File: config.mk
export PLATFORM = sky130hd
export DESIGN_NAME = serv_bus_arbiter
export DESIGN_NICKNAME = d
export VERILOG_FILES = /design/src/rtl/serv_arb_pkg.sv /design/src/rtl/serv_arb_watchdog.sv /design/src/rtl/serv_bus_arbiter.sv
export SDC_FILE = /design/constraint.sdc
export NUM_CORES = 1
export LEC_CHECK = 0
export ABC_AREA = 1
export CAP_MARGIN = 20
export CORE_AREA = 4 4 106 108
export DETAILED_ROUTE_END_ITERATION = 8
export DIE_AREA = 0 0 110 112
export PLACE_DENSITY = 0.66
export SLEW_MARGIN = 10
export SYNTH_ARGS = -nofsm -noshare
export SYNTH_HDL_FRONTEND = slang
export SYNTH_SLANG_ARGS = --single-unit
File: constraint.sdc
create_clock -name i_clk -period 1.6 [get_ports i_clk]
set_clock_uncertainty 0.2 [all_clocks]
set_input_delay 0.16 -clock i_clk [delete_from_list [all_inputs] [get_ports i_clk]]
set_output_delay 0.16 -clock i_clk [all_outputs]
set_load 0.02 [all_outputs]
File: src/rtl/serv_arb_pkg.sv
// Shared definitions for the ibus/dbus Wishbone arbiter: grant state encoding
// and the fixed byte-select driven during instruction fetches.
package serv_arb_pkg;

  typedef enum logic [1:0] {
    ARB_IDLE  = 2'd0,
    ARB_GNT_I = 2'd1,
    ARB_GNT_D = 2'd2
  } arb_state_e;

  localparam logic [3:0] IBUS_SEL = 4'hF;

endpackage

File: src/rtl/serv_arb_watchdog.sv
// Grant watchdog for serv_bus_arbiter; the module exists only when
// SERV_ARB_TIMEOUT_EN is defined (it is never instantiated otherwise).
`ifdef SERV_ARB_TIMEOUT_EN
module serv_arb_watchdog #(
  parameter int TIMEOUT = 255
) (
  input  logic i_clk,
  input  logic i_rst_n,
  input  logic i_active,
  input  logic i_ack,
  output logic o_expire
);

  localparam int CW = $clog2(TIMEOUT + 1);

  logic [CW-1:0] r_cnt;

  // Held at zero while idle, so every grant starts counting from zero.
  always_ff @(posedge i_clk or negedge i_rst_n) begin
    if (!i_rst_n) begin
      r_cnt <= '0;
    end else if (!i_active) begin
      r_cnt <= '0;
    end else if (!i_ack) begin
      r_cnt <= r_cnt + 1'b1;
    end
  end

  assign o_expire = i_active && !i_ack && (r_cnt == CW'(TIMEOUT - 1));

endmodule
`endif

File: src/rtl/serv_bus_arbiter.sv
// Shares one Wishbone-classic port between ibus and dbus, dbus first.
// Optional grant watchdog enabled by defining SERV_ARB_TIMEOUT_EN.
//
// state     | meaning
// ARB_IDLE  | no grant; shared port idle, acks suppressed
// ARB_GNT_I | ibus owns the port until ack, abandon or expiry
// ARB_GNT_D | dbus owns the port until ack, abandon or expiry
module serv_bus_arbiter
  import serv_arb_pkg::*;
#(
  parameter int AW      = 32,
  parameter int TIMEOUT = 255
) (
  input  logic          i_clk,
  input  logic          i_rst_n,
  input  logic [AW-1:0] i_ibus_adr,
  input  logic          i_ibus_cyc,
  output logic [31:0]   o_ibus_rdt,
  output logic          o_ibus_ack,
  input  logic [AW-1:0] i_dbus_adr,
  input  logic [31:0]   i_dbus_dat,
  input  logic [3:0]    i_dbus_sel,
  input  logic          i_dbus_we,
  input  logic          i_dbus_cyc,
  output logic [31:0]   o_dbus_rdt,
  output logic          o_dbus_ack,
  output logic [AW-1:0] o_wb_adr,
  output logic [31:0]   o_wb_dat,
  output logic [3:0]    o_wb_sel,
  output logic          o_wb_we,
  output logic          o_wb_cyc,
  input  logic [31:0]   i_wb_rdt,
  input  logic          i_wb_ack,
  output logic          o_timeout
);

  if (TIMEOUT < 2) begin : g_bad_timeout
    $error("serv_bus_arbiter: TIMEOUT must be >= 2");
  end

  arb_state_e  r_state;
  arb_state_e  w_next;
  logic        w_expire;
  logic [31:0] w_rdt;

`ifdef SERV_ARB_TIMEOUT_EN
  serv_arb_watchdog #(
    .TIMEOUT (TIMEOUT)
  ) u_watchdog (
    .i_clk    (i_clk),
    .i_rst_n  (i_rst_n),
    .i_active (r_state != ARB_IDLE),
    .i_ack    (i_wb_ack),
    .o_expire (w_expire)
  );
`else
  assign w_expire = 1'b0;
`endif

  always_ff @(posedge i_clk or negedge i_rst_n) begin
    if (!i_rst_n) begin
      r_state <= ARB_IDLE;
    end else begin
      r_state <= w_next;
    end
  end

  // Leaving a grant always passes through IDLE, so the old master's cyc has
  // dropped before anyone is granted again.
  always_comb begin
    w_next = r_state;
    case (r_state)
      ARB_IDLE: begin
        if (i_dbus_cyc) begin
          w_next = ARB_GNT_D;
        end else if (i_ibus_cyc) begin
          w_next = ARB_GNT_I;
        end
      end
      ARB_GNT_I: begin
        if (i_wb_ack || !i_ibus_cyc || w_expire) begin
          w_next = ARB_IDLE;
        end
      end
      ARB_GNT_D: begin
        if (i_wb_ack || !i_dbus_cyc || w_expire) begin
          w_next = ARB_IDLE;
        end
      end
      default: w_next = ARB_IDLE;
    endcase
  end

  always_comb begin
    o_wb_adr = '0;
    o_wb_dat = '0;
    o_wb_sel = '0;
    o_wb_we  = 1'b0;
    case (r_state)
      ARB_GNT_I: begin
        o_wb_adr = i_ibus_adr;
        o_wb_sel = IBUS_SEL;
      end
      ARB_GNT_D: begin
        o_wb_adr = i_dbus_adr;
        o_wb_dat = i_dbus_dat;
        o_wb_sel = i_dbus_sel;
        o_wb_we  = i_dbus_we;
      end
      default: ;
    endcase
  end

  assign o_wb_cyc = (r_state != ARB_IDLE);

  // A synthetic ack on expiry carries zero data; a real ack suppresses expiry.
  assign w_rdt      = w_expire ? 32'h0 : i_wb_rdt;
  assign o_ibus_rdt = w_rdt;
  assign o_dbus_rdt = w_rdt;
  assign o_ibus_ack = (i_wb_ack || w_expire) && (r_state == ARB_GNT_I);
  assign o_dbus_ack = (i_wb_ack || w_expire) && (r_state == ARB_GNT_D);
  assign o_timeout  = w_expire;

endmodule

# Word-level counts from Yosys, hierarchy flattened
# Index checks and enable logic that the tools add are counted.
# totals
reg_bits	2
word_cells	24
# classes
n_reduce_logical	9
n_eq_ne	5
n_mux	9
# op_table
op	count
$pmux W32 S2	1
$mux W32	1
$mux W2	4
$pmux W4 S2	1
$pmux W2 S3	1
$ne A2 B2 Y1 const B	2
$ne A3 B3 Y1 const B	1
$reduce_and A3 Y1	1
$eq A2 B1 Y1 const B	1
$eq A2 B2 Y1 const B	1
$logic_and A1 B1 Y1	2
$logic_not A1 Y1	2
$logic_not A2 Y1	1
$logic_or A1 B1 Y1	2
$reduce_bool A2 Y1	1
$mux W1	1

# Logic depth before layout (Yosys ltp)
# depth
depth_word	4
mapped_depth	9

# Least setup slack after synthesis
# No wires, ideal clock.
# synth_timing
kind	reg-to-output
startpoint	reg r_state[0]
endpoint	out o_wb_adr[12]
path_stages_with_launch	7
path_slack_ns	-0.011
arrival_time_ns	1.251
required_ns	1.240
cell_sequence	dfrtp_1 > inv_1 > ha_1 > buf_6 > buf_6 > nand2_1 > a21oi_1
# synth_between
elab_chain_len	2
elab_cells_between_ends	3
cone_classes	eq/ne (2); mux (1)
# synth_lines
element	line_no	source
start, declared	serv_bus_arbiter.sv:41	arb_state_e r_state;
start signal, assigned	serv_bus_arbiter.sv:64	r_state <= w_next;
$eq A2 B2 Y1 or $eq A2 B1 Y1 (tied branches)	serv_bus_arbiter.sv:99	case (r_state)
$pmux W32 S2 (*)	serv_bus_arbiter.sv:99	
end, declared	serv_bus_arbiter.sv:27	output logic [AW-1:0] o_wb_adr,
# Every way passes the cells marked *; elsewhere a longest branch is shown, timed or not.

# Final worst setup path
# layout_timing
startpoint	reg r_state[1]
endpoint	out o_wb_adr[4]
# Same word-level chain as after synthesis.

==> results.md <==
- Pwr dens: 1340 mW/mm²
- Gr usage total: around a tenth
- Max-cap violations: 0
- Die Y: 112 µm
- Failing checks: negative setup slack
- Initial core utilization: 14.5%
- Yosys cell types: 13
- Final WL: 7240 µm
- Commonest cells after routing, fill and taps aside: nand2_1 (106), clkdlybuf4s50_1 (105), buf_4 (34), a21oi_2 (33), buf_6 (31)
- Reg clk slew, reported paths: 0.03 ns
- Die W: 110 µm
- WS Path Type: reg -> out
- Buffers added on ports: 177
- Vias in the first global route: 1993
- Tmin final: 1.83 ns
- ANT cells: 0
- GPL Wtd Cong: 0.735
- Maximum vdd drop: 0.00109 V
- DRC viols: 0
- WL/cell: roughly 14 µm
- RSZ-0062 raised after global routing: true
- CP Capture Type: primary output
- CP top delay family: buffers and inverters
- CP Launch Type: flop
- CP cell instances: inv_2 -> ha_4 -> inv_8 -> buf_16 -> a21oi_2 -> buf_4
- Layout cell share with drive strength beyond 1: 36.6%
- Core box area: 0.0102 mm²
- Via density per instance: 3.77
- HP Class: in -> out
- Dpl hpwl: 5390 µm
- Worst path required time: 1.24 ns
- Fin worst setup slack: -0.230 ns
- Buf/Inv on CP: 4
- Fin nets: about 540
- CP max stage cell: dfrtp_1
- FF+latch area: 50.0 µm²
- Cells after synthesis: 280
- Syn_area_per_cell: 5.31 µm²
- Biggest register: r_state
- Filler Cell Count: approximately 1100
- Area of the multi-input gates: 842 µm²
- Die ar.: 0.0123 mm²
- Initial antenna violation count: 0
- Final ANT Viol Nets: 0
- Seq/Total Area, Yosys: 3.36%
- Min Hold Slack: 0.120 ns
- Max reg flops: 2
- Latest clock arrival within the worst-skew pair: 0.21 ns
- Clk buf depth: 2
- Crit path DAT: 1.47 ns
- Lkg Pwr: 1.52 nW
- First-pass GRT wire length: 10000 µm
- Util after Layout: 30.9%
- IO Pins: 275
- Biggest regs: r_state x2
- CTS tree: done
- Largest net degree at the start of global routing: 27
- Cell row count: 37
- Via count: 2003
- Post-synthesis cell area: ~0.0015 mm²
- Commonest non-fill, non-tap cell in the layout: nand2_1
- Fmax: 546 MHz
- Status: finished with violations
- Total gr overflow: 0
- Drt initial violations: 50
- Final Max Slew Viols: 0
- H-tree Lvls: 1
- Drt pass-1 iters: 4
- Num CTS Buffers: 3
- Area grow syn2layout: 112%
- Syn_nets: 421
- Synth Register Bits: 2
- Final worst-path cycle share: 114%
- Max Fanout on Critical Path: 16
- CTS Sinks: 2
- Setup Viol. Count Final: 73
- Synth Warn #: 0
- Fin. Hold Viols: 0
- Clock Root Buffer: clkbuf_8
- Worst path max stage delay: 0.37 ns
## per-stage QoR
stage / setup WS [ns] / TNS, ns / instances / cell area [µm²] / total power, W
after floorplan: -0.0111 / -0.308 / 280 / 1490 / 0.00207
after global placement: -0.596 / -30.77 / 521 / 2930 / 0.00333
after detailed placement: -0.629 / -32.57 / 521 / 2930 / 0.00338
after CTS: -0.228 / -12.21 / 532 / 2990 / 0.00403
after global routing: -0.298 / -16.84 / 532 / 3160 / 0.00453
final: -0.230 / -11.84 / 532 / 3160 / 0.00425
## final timing paths
kind / startpoint / to / slack, ns / depth (start not counted)
max in group asynchronous: i_rst_n / r_state[1]$_DFFE_PN0P_ / 0.60 / 2
hold reg to reg: r_state[1]$_DFFE_PN0P_ / r_state[1]$_DFFE_PN0P_ / 0.42 / 3
min in group asynchronous: i_rst_n / r_state[0]$_DFFE_PN0P_ / 0.46 / 2
hold / removal: i_wb_rdt[7] / o_ibus_rdt[7] / 0.12 / 0
setup / recovery: r_state[1]$_DFFE_PN0P_ / o_wb_adr[4] / -0.23 / 6
setup reg to reg: r_state[1]$_DFFE_PN0P_ / r_state[0]$_DFFE_PN0P_ / -0.04 / 10
## metal layers
layer	up-vias	track usage [%]	routed length (µm)
met1	869	10.6	2600
met2	113	19.4	3770
met4	0	3.66	164
met5	-	0	0
met3	29	2.72	694
li1	992	-	-
## cells by family after synthesis
| logic type | after synthesis | share of synthesized area (%) |
|---|---|---|
| flops | 2 | 3.36 |
| other cells | 1 | 0.252 |
| simple gates | 117 | 30.0 |
| fa+ha+maj | 3 | 2.52 |
| buf+inv | 121 | 51.7 |
| compound gates | 36 | 12.1 |
## cell usage after synthesis
cell type	instances	area, µm²
nand3_1	2	10.0
dfrtp_1	2	50.1
nor2_1	2	7.51
buf_6	8	90.1
inv_1	40	150
buf_2	6	30.0
a21oi_1	36	180
nand2_2	2	12.5
nand2_1	111	417
buf_4	66	495
inv_2	1	3.75
ha_1	3	37.5
conb_1	1	3.75
## cell type report
class	count	share of cell area, %
clock buffer	3	1.31
inverter	41	5.11
multi-input combinational	157	26.6
sequential	2	1.58
tap	136	5.38
timing repair buffer	193	60.0
## repair_timing
action,in CTS,in global routing
pin swaps,2,1
hold endpoints to repair,2,0
setup endpoints to repair,73,74
hold buffers,1,0
resized for setup,373,61
buffers inserted,5,0
gates cloned,3,0
## power by group
part / internal (W) / leakage, nW / switching, W
logic: 0.00179 / 1.47 / 0.00218
clock network: 0.000159 / 0.0216 / 0.0000416
registers: 0.0000695 / 0.0259 / 0.0000154
total: 0.00201 / 1.52 / 0.00224
(Power assumes the default switching activity.)
